`src/rtl/turf_udp_tx_arbiter.sv`:
```
// Round-robin arbiter that merges NUM_PORTS UDP transmit streams (header + payload)
// onto one shared output; a grant is held from header acceptance until payload tlast.
module turf_udp_tx_arbiter #(
    parameter int    NUM_PORTS = 4,
    parameter string DEBUG     = "TRUE"
) (
    input  logic                      aclk,
    input  logic                      aresetn,

    input  logic [64*NUM_PORTS-1:0]   s_udphdr_tdata,
    input  logic [NUM_PORTS-1:0]      s_udphdr_tvalid,
    output logic [NUM_PORTS-1:0]      s_udphdr_tready,

    input  logic [64*NUM_PORTS-1:0]   s_udpdata_tdata,
    input  logic [8*NUM_PORTS-1:0]    s_udpdata_tkeep,
    input  logic [NUM_PORTS-1:0]      s_udpdata_tlast,
    input  logic [NUM_PORTS-1:0]      s_udpdata_tvalid,
    output logic [NUM_PORTS-1:0]      s_udpdata_tready,

    output logic [63:0]               m_udphdr_tdata,
    output logic                      m_udphdr_tvalid,
    input  logic                      m_udphdr_tready,

    output logic [63:0]               m_udpdata_tdata,
    output logic [7:0]                m_udpdata_tkeep,
    output logic                      m_udpdata_tlast,
    output logic                      m_udpdata_tvalid,
    input  logic                      m_udpdata_tready,

    output logic [NUM_PORTS-1:0]      grant_o,
    output logic                      busy_o,
    output logic [1:0]                dbg_state
);

    // Handshakes: a beat moves on a channel in any cycle where tvalid && tready are both
    // high at the rising edge of aclk; tvalid never waits on tready, ready may depend on valid.

    localparam int IDX_W = (NUM_PORTS > 1) ? $clog2(NUM_PORTS) : 1;

    typedef enum logic [1:0] {
        ST_IDLE   = 2'd0,
        ST_HEADER = 2'd1,
        ST_DATA   = 2'd2
    } state_t;

    state_t               state, state_nxt;
    logic [NUM_PORTS-1:0] grant, grant_nxt;
    logic [IDX_W-1:0]     grant_idx, grant_idx_nxt;
    logic [IDX_W-1:0]     last_grant, last_grant_nxt;

    logic [IDX_W-1:0]     cand;
    logic [IDX_W-1:0]     pick_idx;
    logic                 pick_found;

    logic [63:0]          hdr_sel;
    logic [63:0]          data_sel;
    logic [7:0]           keep_sel;
    logic                 last_sel;
    logic                 hdr_valid_sel;
    logic                 data_valid_sel;

    // Scan upward from the port after the last owner so every requester gets a turn.
    always_comb begin : rr_pick
        cand       = '0;
        pick_idx   = '0;
        pick_found = 1'b0;
        for (int i = 0; i < NUM_PORTS; i++) begin
            cand = IDX_W'((int'(last_grant) + 1 + i) % NUM_PORTS);
            if (!pick_found && s_udphdr_tvalid[cand]) begin
                pick_found = 1'b1;
                pick_idx   = cand;
            end
        end
    end

    always_comb begin : port_mux
        hdr_sel  = '0;
        data_sel = '0;
        keep_sel = '0;
        last_sel = 1'b0;
        for (int p = 0; p < NUM_PORTS; p++) begin
            if (grant_idx == IDX_W'(p)) begin
                hdr_sel  = s_udphdr_tdata[64*p +: 64];
                data_sel = s_udpdata_tdata[64*p +: 64];
                keep_sel = s_udpdata_tkeep[8*p +: 8];
                last_sel = s_udpdata_tlast[p];
            end
        end
    end

    assign hdr_valid_sel  = |(s_udphdr_tvalid & grant);
    assign data_valid_sel = |(s_udpdata_tvalid & grant);

    always_ff @(posedge aclk or negedge aresetn) begin
        if (!aresetn) begin
            state      <= ST_IDLE;
            grant      <= '0;
            grant_idx  <= '0;
            last_grant <= IDX_W'(NUM_PORTS - 1);
        end else begin
            state      <= state_nxt;
            grant      <= grant_nxt;
            grant_idx  <= grant_idx_nxt;
            last_grant <= last_grant_nxt;
        end
    end

    always_comb begin : fsm_comb
        state_nxt        = state;
        grant_nxt        = grant;
        grant_idx_nxt    = grant_idx;
        last_grant_nxt   = last_grant;
        s_udphdr_tready  = '0;
        s_udpdata_tready = '0;
        m_udphdr_tdata   = '0;
        m_udphdr_tvalid  = 1'b0;
        m_udpdata_tdata  = '0;
        m_udpdata_tkeep  = '0;
        m_udpdata_tlast  = 1'b0;
        m_udpdata_tvalid = 1'b0;

        case (state)
            ST_IDLE: begin
                if (pick_found) begin
                    grant_nxt           = '0;
                    grant_nxt[pick_idx] = 1'b1;
                    grant_idx_nxt       = pick_idx;
                    state_nxt           = ST_HEADER;
                end
            end
            ST_HEADER: begin
                // A granted port that withdraws its header simply stalls here.
                m_udphdr_tdata  = hdr_sel;
                m_udphdr_tvalid = hdr_valid_sel;
                s_udphdr_tready = grant & {NUM_PORTS{m_udphdr_tready}};
                if (hdr_valid_sel && m_udphdr_tready) begin
                    state_nxt = ST_DATA;
                end
            end
            ST_DATA: begin
                m_udpdata_tdata  = data_sel;
                m_udpdata_tkeep  = keep_sel;
                m_udpdata_tlast  = last_sel;
                m_udpdata_tvalid = data_valid_sel;
                s_udpdata_tready = grant & {NUM_PORTS{m_udpdata_tready}};
                if (data_valid_sel && m_udpdata_tready && last_sel) begin
                    last_grant_nxt = grant_idx;
                    grant_nxt      = '0;
                    state_nxt      = ST_IDLE;
                end
            end
            default: begin
                grant_nxt = '0;
                state_nxt = ST_IDLE;
            end
        endcase
    end

    assign grant_o   = grant;
    assign busy_o    = (state != ST_IDLE);
    assign dbg_state = (DEBUG == "TRUE") ? state : 2'b00;

endmodule
```
`config.mk`:
```
export PLATFORM = sky130hd
export DESIGN_NAME = turf_udp_tx_arbiter
export DESIGN_NICKNAME = d
export VERILOG_FILES = /design/src/rtl/turf_udp_tx_arbiter.sv
export SDC_FILE = /design/constraint.sdc
export NUM_CORES = 1
export LEC_CHECK = 0
export CORE_AREA = 3 3 274 276
export CTS_CLUSTER_DIAMETER = 150
export DETAILED_ROUTE_END_ITERATION = 6
export DIE_AREA = 0 0 277 279
export GPL_TIMING_DRIVEN = 0
export PLACE_DENSITY = 0.3
export REMOVE_ABC_BUFFERS = 1
export SLEW_MARGIN = 20
export SYNTH_ARGS = -nofsm -noshare
export SYNTH_HDL_FRONTEND = slang
export SYNTH_SLANG_ARGS = --single-unit
```
`constraint.sdc`:
```
create_clock -name aclk -period 5.25 [get_ports aclk]
set_clock_uncertainty 0.1 [all_clocks]
set_input_delay 0.7875 -clock aclk [delete_from_list [all_inputs] [get_ports aclk]]
set_output_delay 0.7875 -clock aclk [all_outputs]
set_load 0.01 [all_outputs]
```
Word-level counts from Yosys, hierarchy flattened
Cells that the tools add are included.
- register bits after elaboration: 10
- logic and storage cells: 95
- add/sub/neg operators: 4
- order comparisons: 6
- eq/ne operators: 8
- multiplexer cells: 49
- bitwise logic cells: 5
- reductions and logical operators: 19
- operator list (kind ; number):
    $mux 64 ; 10
    $mux 8 ; 5
    $and 4x4->4 ; 4
    $mux 1 ; 16
    $mux 4 ; 4
    $lt 2x3->1 const B ; 5
    $mux 2 ; 7
    $pmux 4 s3 ; 1
    $bmux 1 s2 ; 4
    $reduce_or 4->1 ; 2
    $logic_and 1x1->1 ; 7
    $add 2x2->2 const B ; 3
    $eq 2x2->1 const B ; 3
    $ne 2x2->1 const B ; 3
    $pmux 2 s3 ; 1
    $reduce_and 3->1 ; 2
    $eq 2x1->1 const B ; 2
    $logic_not 2->1 ; 2
    $reduce_and 2->1 ; 2
    $logic_not 1->1 ; 3
    $add 2x1->2 const B ; 1
    $demux 1 s2 ; 1
    $ge 2x1->1 const B ; 1
    $reduce_bool 2->1 ; 1
    $not 1->1 ; 1

Longest topological paths before layout
Gate-level depths: netlist of run 1.
- word-level depth: 19
- mapped depth: 5

Worst setup path before layout of run 1
Ideal clock, no wire load.
- kind: reg-to-output
- from: register grant_idx[0]
- to: output m_udpdata_tdata[10]
- arrival: 1.510 ns
- data required time: 4.363 ns
- path slack: 2.853 ns
- stages on the path, launching flop included: 6
- path through: dfrtp_1 buf_6 buf_2 buf_4 mux4_2 and2_1
- word-level cells in the longest chain between the ends: 6
- elaborated cells on any way between the ends: 9
- classes of those cells: 3 x eq/ne; 5 x mux; 1 x reduce/logical
- RTL lines (what ; RTL line ; RTL):
    start: declaration ; 48 ; logic [IDX_W-1:0] grant_idx, grant_idx_nxt;
    start signal: assignment ; 103 ; grant_idx <= grant_idx_nxt;
    $logic_not 2->1 ; 82 ; if (grant_idx == IDX_W'(p)) begin
    $mux 64 (3 in a row) ; 82 ;
    $mux 64 * ; 82 ;
    $mux 64 * ; 122 ; case (state)
    end: declaration ; 24 ; output logic [63:0] m_udpdata_tdata,
Mark *: on every way between the ends. The rest lies on a longest branch, timed or not.

Final worst setup path of run 1
- from: register grant_idx[0]
- to: output m_udphdr_tdata[62]
- word-level cells in the longest chain between the ends: 6
- elaborated cells on any way between the ends: 9
- classes of those cells: 3 x eq/ne; 5 x mux; 1 x reduce/logical
- RTL lines (what ; RTL line ; RTL):
    $logic_not 2->1 ; 82 ;
    $mux 64 (3 in a row) ; 82 ;
    $mux 64 * ; 82 ;
    $mux 64 * ; 122 ;
    end: declaration ; 20 ; output logic [63:0] m_udphdr_tdata,
Marked as above.

==> impl_table.tex, run 1 <==
\begin{tabular}{lr}
\hline
Metric & Value \\
\hline
\multicolumn{2}{l}{\textbf{Global route}} \\
\quad Number of antenna violations at the first check in global routing & 19 \\
\quad Largest net degree at the start of global routing & 45 \\
\quad GRT Total Usage & 0.1137 \\
\quad Overflow left after global routing & 0 \\
\quad First-pass GRT wire length & 62750 um \\
\quad Vias in the first global route & between 7000 and 8000 \\
\multicolumn{2}{l}{\textbf{Cells and area}} \\
\quad Filler cell count & around 8000 \\
\quad Proportion of layout cells with a drive suffix above 1 & 0.1556 \\
\quad Final instance count without filler cells & between 2000 and 2500 \\
\quad Nets@finish & around 1600 \\
\quad Area Overhead vs Synth & 176.3\% \\
\quad Layout Utilization & 0.1833 \\
\multicolumn{2}{l}{\textbf{Place}} \\
\quad Port Buf Inserts & 713 \\
\quad Half-perimeter wire length after detailed placement & between 40000 and 50000 um \\
\quad Gpl congestion & about 0.75 \\
\quad Placed insts & approximately 2000 \\
\quad Worst slack, placed & $\sim$1.5 ns \\
\multicolumn{2}{l}{\textbf{Worst setup path}} \\
\quad Endpoint required time on the critical path & about 4.4 ns \\
\quad Critical path peak fanout & 32 \\
\quad Crit path arrival time & about 3.0 ns \\
\quad Endpoint type of the worst setup path & primary output \\
\quad CP startpoint kind & flip-flop \\
\quad Setup Crit Path Kind & flip-flop to primary output \\
\multicolumn{2}{l}{\textbf{Drt}} \\
\quad Count of routing violations after the opening detailed-route iteration & $\sim$160 \\
\quad Routed WL & about 46000 um \\
\quad Routed vias/inst & between 3 and 4 \\
\quad Avg WL per Cell & approximately 23 um \\
\quad Via count & 6686 \\
\quad Antenna Violating Nets Remaining & 0 \\
\quad First-pass iteration count of the detailed router & 4 \\
\quad DRC errors left & 0 \\
\multicolumn{2}{l}{\textbf{Yosys}} \\
\quad Fraction of synthesized cell area taken by the top area cell type & 0.6387 \\
\quad Netlist cell types & 31 \\
\quad Share of synthesized registers carrying an async set or reset & 1.000 \\
\quad Most area-consuming cells after synthesis & sky130\_fd\_sc\_hd\_\_mux4\_2 64\%, sky130\_fd\_sc\_hd\_\_and2\_1 18\%, sky130\_fd\_sc\_hd\_\_dfrtp\_1 4.1\% \\
\quad Synthesized area & 4831 sq um \\
\quad Post-synthesis sequential area ratio & 0.05232 \\
\quad Main flop type after synthesis & sky130\_fd\_sc\_hd\_\_dfrtp\_1 \\
\quad Post-synthesis cell type with the largest combined area & sky130\_fd\_sc\_hd\_\_mux4\_2 \\
\quad EDFF count, synth & 0 \\
\quad Yosys synthesis warning count & 0 \\
\quad Per-instance average area after synthesis & $\sim$13 sq um \\
\quad Post-synthesis cell count & slightly below 400 \\
\quad Number of register bits inferred by synthesis & 10 \\
\multicolumn{2}{l}{\textbf{Timing}} \\
\quad Maximum frequency from static timing analysis & between 200 and 300 MHz \\
\quad Final worst path period share & 0.7431 \\
\quad Worst Hold Slack & $\sim$0.53 ns \\
\quad Setup violations, final & 0 \\
\quad Transition time at the pin with the least slew margin & approximately 0.63 ns \\
\quad Clock period minus worst slack & slightly below 4 ns \\
\quad Smallest setup slack after layout & 1.349 ns \\
\quad Final count of pins violating max slew & 0 \\
\quad Slew Limit Headroom & 0.5806 \\
\quad RSZ-0062 raised after global routing & false \\
\quad Final hold violation count & 0 \\
\multicolumn{2}{l}{\textbf{Die}} \\
\quad Rows & slightly below 100 \\
\quad Placeable Area & between 70000 and 80000 sq um \\
\quad Chip Width & roughly 280 um \\
\quad Die area & between 70000 and 80000 sq um \\
\quad Initial standard-cell utilization of the core & 0.06633 \\
\quad Die span in y & roughly 280 um \\
\quad I/O Pins & 714 \\
\multicolumn{2}{l}{\textbf{CTS}} \\
\quad Clock root buffer master & sky130\_fd\_sc\_hd\_\_clkbuf\_16 \\
\quad Clock buffer depth & 2 \\
\quad TritonCTS clock tree & yes \\
\quad Clock sink count & 10 \\
\quad Cts bufs inserted & 3 \\
\quad Number of levels in the clock H-tree & 1 \\
\quad Insertion delay to the later sink of the worst-skew pair & $\sim$0.23 ns \\
\quad Post-CTS resize count & 0 \\
\quad Number of buffers inserted by post-CTS setup repair & 0 \\
\quad CTS clk-pin slew, worst paths & about 0.04 ns \\
\quad Cts hold-fix bufs & 0 \\
\multicolumn{2}{l}{\textbf{Pwr}} \\
\quad Peak ir drop on the vdd network & between 0.00015 and 0.0002 V \\
\quad Static power due to leakage & approximately 0.0045 uW \\
\quad Pwr per Cell Area & between 300 and 400 nW/um\^{}2 \\
\multicolumn{2}{l}{\textbf{Hold path}} \\
\quad Type of the most critical hold path & flip-flop to flip-flop \\
\multicolumn{2}{l}{\textbf{Run}} \\
\quad Max-capacitance violation count & 0 \\
\multicolumn{2}{l}{\textbf{Run status}} \\
\quad Outcome & finished, final reports clean \\
\hline
\end{tabular}
[layout make-up]
type	instances	area, sq um	share of cell area
Sequential cell	10	260.3	0.01950
Tap cell	959	1200	0.08989
Multi-Input combinational cell	328	4338	0.3250
Antenna cell	7	17.52	0.001312
Timing Repair Buffer	725	7445	0.5577
Clock buffer	4	88.84	0.006655
[logic make-up after synthesis]
kind of cell,count (synthesis),synth area share
simple gates,168,0.2124
mux,141,0.6478
buf+inv,47,0.05284
compound gates,19,0.03471
flops,10,0.05232
[power breakdown]
part	total, uW	leakage (uW)	switching, uW	internal, uW
registers	251	0.000119	131	119
logic	3920	0.00432	1570	2340
clock network	149	0.0000442	34.9	114
[worst max-delay path, cell delays in order, from the launching register on]
cell                              delay, ns
sky130_fd_sc_hd__dfrtp_4               0.72
sky130_fd_sc_hd__buf_16                0.30
sky130_fd_sc_hd__buf_16                0.29
sky130_fd_sc_hd__mux4_2                0.63
sky130_fd_sc_hd__and2_1                0.20
sky130_fd_sc_hd__clkdlybuf4s50_1       0.56
[state kept, by name (all words and copies together) (netlist names)]
signal,count
dbg_state,2
last_grant,2
grant_o,4
grant_idx,2
[stage by stage]
stage               area [sq um]  total power (uW)  setup TNS, ns
floorplan                   4576              2436        -254.20
global placement           12910              4474        -753.50
detailed placement         13240              4299              0
CTS                        13330              4473              0
global route               13340              4657              0
finish                     13350              4319              0
[final timing paths]
kind / depth (start not counted) / startpoint / end / slack, ns
worst min-delay path: 1 / last_grant[0] / last_grant[0] / 0.53
max in group asynchronous: 1 / aresetn / grant_idx[0] / 3.90
worst min register to register: 1 / last_grant[0] / last_grant[0] / 0.53
min in group asynchronous: 1 / aresetn / dbg_state[1] / 0.78
worst max-delay path: 5 / grant_idx[0] / m_udphdr_tdata[62] / 1.35
worst max register to register: 5 / grant_idx[0] / last_grant[0] / 2.81
[routing by layer]
| layer | GRT usage | vias to the layer above | share of wire | wire [um] |
|---|---|---|---|---|
| met3 | 0.04022 | 26 | 0.095 | 4404 |
| met2 | 0.2181 | 458 | 0.53 | 24800 |
| li1 | - | 2954 | - | - |
| met5 | 0 | - | 0.00028 | 13 |
| met1 | 0.1232 | 3246 | 0.36 | 16900 |
| met4 | 0.01158 | 2 | 0.0058 | 269 |
[layout by cell type, fill, tap and decap left out, types with 2 or more instances in the layout]
master	Yosys	final
sky130_fd_sc_hd__dfstp_2	2	2
sky130_fd_sc_hd__a21oi_1	2	2
sky130_fd_sc_hd__nor2_1	3	3
sky130_fd_sc_hd__clkbuf_16	0	3
sky130_fd_sc_hd__and2_1	137	137
sky130_fd_sc_hd__or2_2	2	2
sky130_fd_sc_hd__nand2_1	7	7
sky130_fd_sc_hd__nor2b_4	0	2
sky130_fd_sc_hd__a22oi_1	2	2
sky130_fd_sc_hd__and3_1	8	8
sky130_fd_sc_hd__dfrtp_4	0	2
sky130_fd_sc_hd__a32o_1	2	2
sky130_fd_sc_hd__diode_2	0	7
sky130_fd_sc_hd__clkdlybuf4s50_1	0	713
sky130_fd_sc_hd__a22o_1	3	3
sky130_fd_sc_hd__mux2_2	3	3
sky130_fd_sc_hd__a21o_1	2	2
sky130_fd_sc_hd__dfrtp_1	8	6
sky130_fd_sc_hd__buf_12	0	3
sky130_fd_sc_hd__o2bb2ai_1	2	2
sky130_fd_sc_hd__buf_16	0	9
sky130_fd_sc_hd__mux4_2	137	137
sky130_fd_sc_hd__nand2b_1	5	5
[synthesized netlist by cell type, types with 2 or more instances]
master	number
sky130_fd_sc_hd__a22o_1	3
sky130_fd_sc_hd__or2_2	2
sky130_fd_sc_hd__buf_4	12
sky130_fd_sc_hd__a21o_1	2
sky130_fd_sc_hd__a21oi_1	2
sky130_fd_sc_hd__clkbuf_1	18
sky130_fd_sc_hd__and3_1	8
sky130_fd_sc_hd__buf_2	15
sky130_fd_sc_hd__nand2b_1	5
sky130_fd_sc_hd__a32o_1	2
sky130_fd_sc_hd__mux4_2	137
sky130_fd_sc_hd__nor2b_1	3
sky130_fd_sc_hd__mux2_2	3
sky130_fd_sc_hd__and2_1	137
sky130_fd_sc_hd__o2bb2ai_1	2
sky130_fd_sc_hd__buf_6	2
sky130_fd_sc_hd__dfstp_2	2
sky130_fd_sc_hd__a22oi_1	2
sky130_fd_sc_hd__nand2_1	7
sky130_fd_sc_hd__nor2_1	3
sky130_fd_sc_hd__dfrtp_1	8
Note: power is estimated with default switching activity, not from simulation.
==> run 2: changes to the inputs <==
CORE_AREA = 3 3 276 278   (was 3 3 274 276)
DIE_AREA = 0 0 279 281   (was 0 0 277 279)
clock period = 3.78 ns   (was 5.25 ns; I/O delays follow)
==> run 2 against run 1 <==
  * Global-route usage down 1.0 points
  * Combinational power grew 37%
  * Utilization fell by 0.37 points
  * Highest routed layer unchanged
  * Non-clock buffer count unchanged
  * Critical path type unchanged
  * Critical path depth did not move
==> impl_table.tex, run 2 (same netlist as run 1, synthesis figures left out) <==
\begin{tabular}{lr}
\hline
Metric & Value \\
\hline
\multicolumn{2}{l}{\textbf{Cells and area}} \\
\quad Nets@finish & 1628 \\
\quad Leading cell types in the layout, fill and taps excluded & 713 x sky130\_fd\_sc\_hd\_\_clkdlybuf4s50\_1, 137 x sky130\_fd\_sc\_hd\_\_mux4\_2, 137 x sky130\_fd\_sc\_hd\_\_and2\_1 \\
\quad Area Overhead vs Synth & 175.9\% \\
\quad Proportion of layout cells with a drive suffix above 1 & 0.1546 \\
\quad Filler cell count & 8197 \\
\quad Flip-flop count of the largest register, all copies and words added & 4 \\
\quad Most frequent standard cell in the layout excluding fill and tap cells & sky130\_fd\_sc\_hd\_\_clkdlybuf4s50\_1 \\
\multicolumn{2}{l}{\textbf{Timing}} \\
\quad Final hold violation count & 0 \\
\quad Transition time at the pin with the least slew margin & between 0.6 and 0.7 ns \\
\quad Final worst path period share & 0.9168 \\
\quad Setup violations, final & 0 \\
\quad Clock period minus worst slack & around 3.5 ns \\
\quad RSZ-0062 raised after global routing & false \\
\quad Maximum frequency from static timing analysis & 288.6 MHz \\
\quad Smallest setup slack after layout & between 0.3 and 0.4 ns \\
\quad Worst Hold Slack & approximately 0.54 ns \\
\quad Final count of pins violating max slew & 0 \\
\quad Slew Limit Headroom & 0.5928 \\
\multicolumn{2}{l}{\textbf{CTS}} \\
\quad Post-CTS resize count & 0 \\
\quad Cts hold-fix bufs & 0 \\
\quad Clock root buffer master & sky130\_fd\_sc\_hd\_\_clkbuf\_16 \\
\quad Clock buffer depth & 2 \\
\quad Number of levels in the clock H-tree & 1 \\
\quad Insertion delay to the later sink of the worst-skew pair & between 0.2 and 0.25 ns \\
\quad Number of buffers inserted by post-CTS setup repair & 0 \\
\quad TritonCTS clock tree & yes \\
\quad CTS clk-pin slew, worst paths & $\sim$0.040 ns \\
\quad Cts bufs inserted & 3 \\
\quad Clock sink count & 10 \\
\multicolumn{2}{l}{\textbf{Drt}} \\
\quad DRC errors left & 0 \\
\quad Routed WL & 43060 um \\
\quad Count of routing violations after the opening detailed-route iteration & 145 \\
\quad Avg WL per Cell & between 20 and 25 um \\
\quad First-pass iteration count of the detailed router & 4 \\
\quad Antenna Violating Nets Remaining & 0 \\
\quad Via count & roughly 6700 \\
\quad Routed vias/inst & 3.268 \\
\multicolumn{2}{l}{\textbf{Hold path}} \\
\quad Type of the most critical hold path & flip-flop to flip-flop \\
\multicolumn{2}{l}{\textbf{Global route}} \\
\quad Largest net degree at the start of global routing & 45 \\
\quad GRT Total Usage & 0.1036 \\
\quad First-pass GRT wire length & about 59000 um \\
\quad Number of antenna violations at the first check in global routing & 15 \\
\quad Overflow left after global routing & 0 \\
\quad Vias in the first global route & 7596 \\
\multicolumn{2}{l}{\textbf{Die}} \\
\quad Placeable Area & approximately 74000 sq um \\
\quad Initial standard-cell utilization of the core & 0.06511 \\
\quad Rows & 100 \\
\quad Chip Width & between 200 and 300 um \\
\quad Die span in y & between 200 and 300 um \\
\quad Die area & between 70000 and 80000 sq um \\
\quad I/O Pins & 714 \\
\multicolumn{2}{l}{\textbf{Pwr}} \\
\quad Combinational cell fraction of total power & 0.907 \\
\quad Peak ir drop on the vdd network & 0.0004378 V \\
\quad Internal power & about 3600 uW \\
\quad Proportion of power drawn by the clock network & 0.032 \\
\quad Pwr per Cell Area & around 440 nW/um\^{}2 \\
\quad Switching component of the power & approximately 2400 uW \\
\quad Static power due to leakage & approximately 0.0045 uW \\
\quad Net switching share of the total power & 0.3982 \\
\quad Sequential share of power & 0.061 \\
\multicolumn{2}{l}{\textbf{Worst setup path}} \\
\quad Critical Path, Cell by Cell & buf\_16 > buf\_16 > mux4\_2 > and2\_1 > clkdlybuf4s50\_1 \\
\quad Setup Crit Path Kind & flip-flop to primary output \\
\quad Buffering stage count on the worst path with inverters included & 3 \\
\quad Crit path arrival time & 2.80 ns \\
\quad Delay-heaviest family, CP & buffers and inverters \\
\quad Master of the slowest instance on the critical path & sky130\_fd\_sc\_hd\_\_dfrtp\_4 \\
\quad Endpoint type of the worst setup path & primary output \\
\quad Endpoint required time on the critical path & about 3.1 ns \\
\quad Most frequent CP cell & sky130\_fd\_sc\_hd\_\_buf\_16 \\
\quad CP startpoint kind & flip-flop \\
\quad Worst setup slack for register-to-register paths & around 1.4 ns \\
\quad Critical path peak fanout & 32 \\
\quad Critical path's largest stage delay & 0.65 ns \\
\multicolumn{2}{l}{\textbf{Place}} \\
\quad Worst slack, placed & about 0.46 ns \\
\quad Port Buf Inserts & 713 \\
\quad Gpl congestion & roughly 0.75 \\
\quad Half-perimeter wire length after detailed placement & around 39000 um \\
\multicolumn{2}{l}{\textbf{Run status}} \\
\quad Outcome & finished, final reports clean \\
\multicolumn{2}{l}{\textbf{Run}} \\
\quad Max-capacitance violation count & 0 \\
\hline
\end{tabular}
## run 2: cell count changes in the layout (fill, tap and decap cells not counted)
cell / change
sky130_fd_sc_hd__diode_2: -4
sky130_fd_sc_hd__clkbuf_8: -1
sky130_fd_sc_hd__buf_12: +2
sky130_fd_sc_hd__clkbuf_1: +1
sky130_fd_sc_hd__buf_16: -2
## run 2: layer usage
metal,up-vias,share of wire,GRT usage
met4,10,0.011,0.009024
met1,3226,0.36,0.1105
met2,452,0.53,0.2003
met3,32,0.10,0.03888
met5,-,0.0017,0
li1,2944,-,-
## run 2: through the flow
step / total power [uW] / TNS, ns / instances / utilization / instance area (sq um)
3_3_place_gp: 5160 / -937.32 / 2020 / 0.1742 / 12920
4_1_cts: 6113 / 0 / 2036 / 0.1795 / 13320
2_1_floorplan: 3262 / -437.14 / 338 / - / 4576
3_5_place_dp: 5897 / 0 / 2032 / 0.1784 / 13240
6_report: 5915 / 0 / 2039 / 0.1796 / 13330
5_1_grt: 6385 / 0 / 2037 / 0.1795 / 13320
## run 2: power groups by stage
stage                     logic, uW  clock network [uW]  registers, uW
after floorplan                2630                   0            632
after global placement         4420                   0            739
after detailed placement       5520                   0            375
after CTS                      5540                 194            374
after global routing           5790                 202            390
final                          5370                 190            360
## run 2: final cells by class
type | count | area (sq um) | share of cell area
Tap cell | 969 | 1212 | 0.09098
Timing Repair Buffer | 725 | 7430 | 0.5575
Clock buffer | 4 | 78.83 | 0.005915
Sequential cell | 10 | 260.3 | 0.01953
Multi-Input combinational cell | 328 | 4338 | 0.3255
Antenna cell | 3 | 7.507 | 0.0005633
## run 2: path summary, 6_finish.rpt
| kind | start | end | cells past startpoint |
|---|---|---|---|
| worst min register to register | last_grant[0] | last_grant[0] | 1 |
| worst min-delay path | last_grant[0] | last_grant[0] | 1 |
| max in group asynchronous | aresetn | grant_idx[1] | 1 |
| worst max register to register | grant_idx[0] | last_grant[1] | 5 |
| worst max-delay path | grant_idx[0] | m_udphdr_tdata[49] | 5 |
| min in group asynchronous | aresetn | grant_o[2] | 1 |
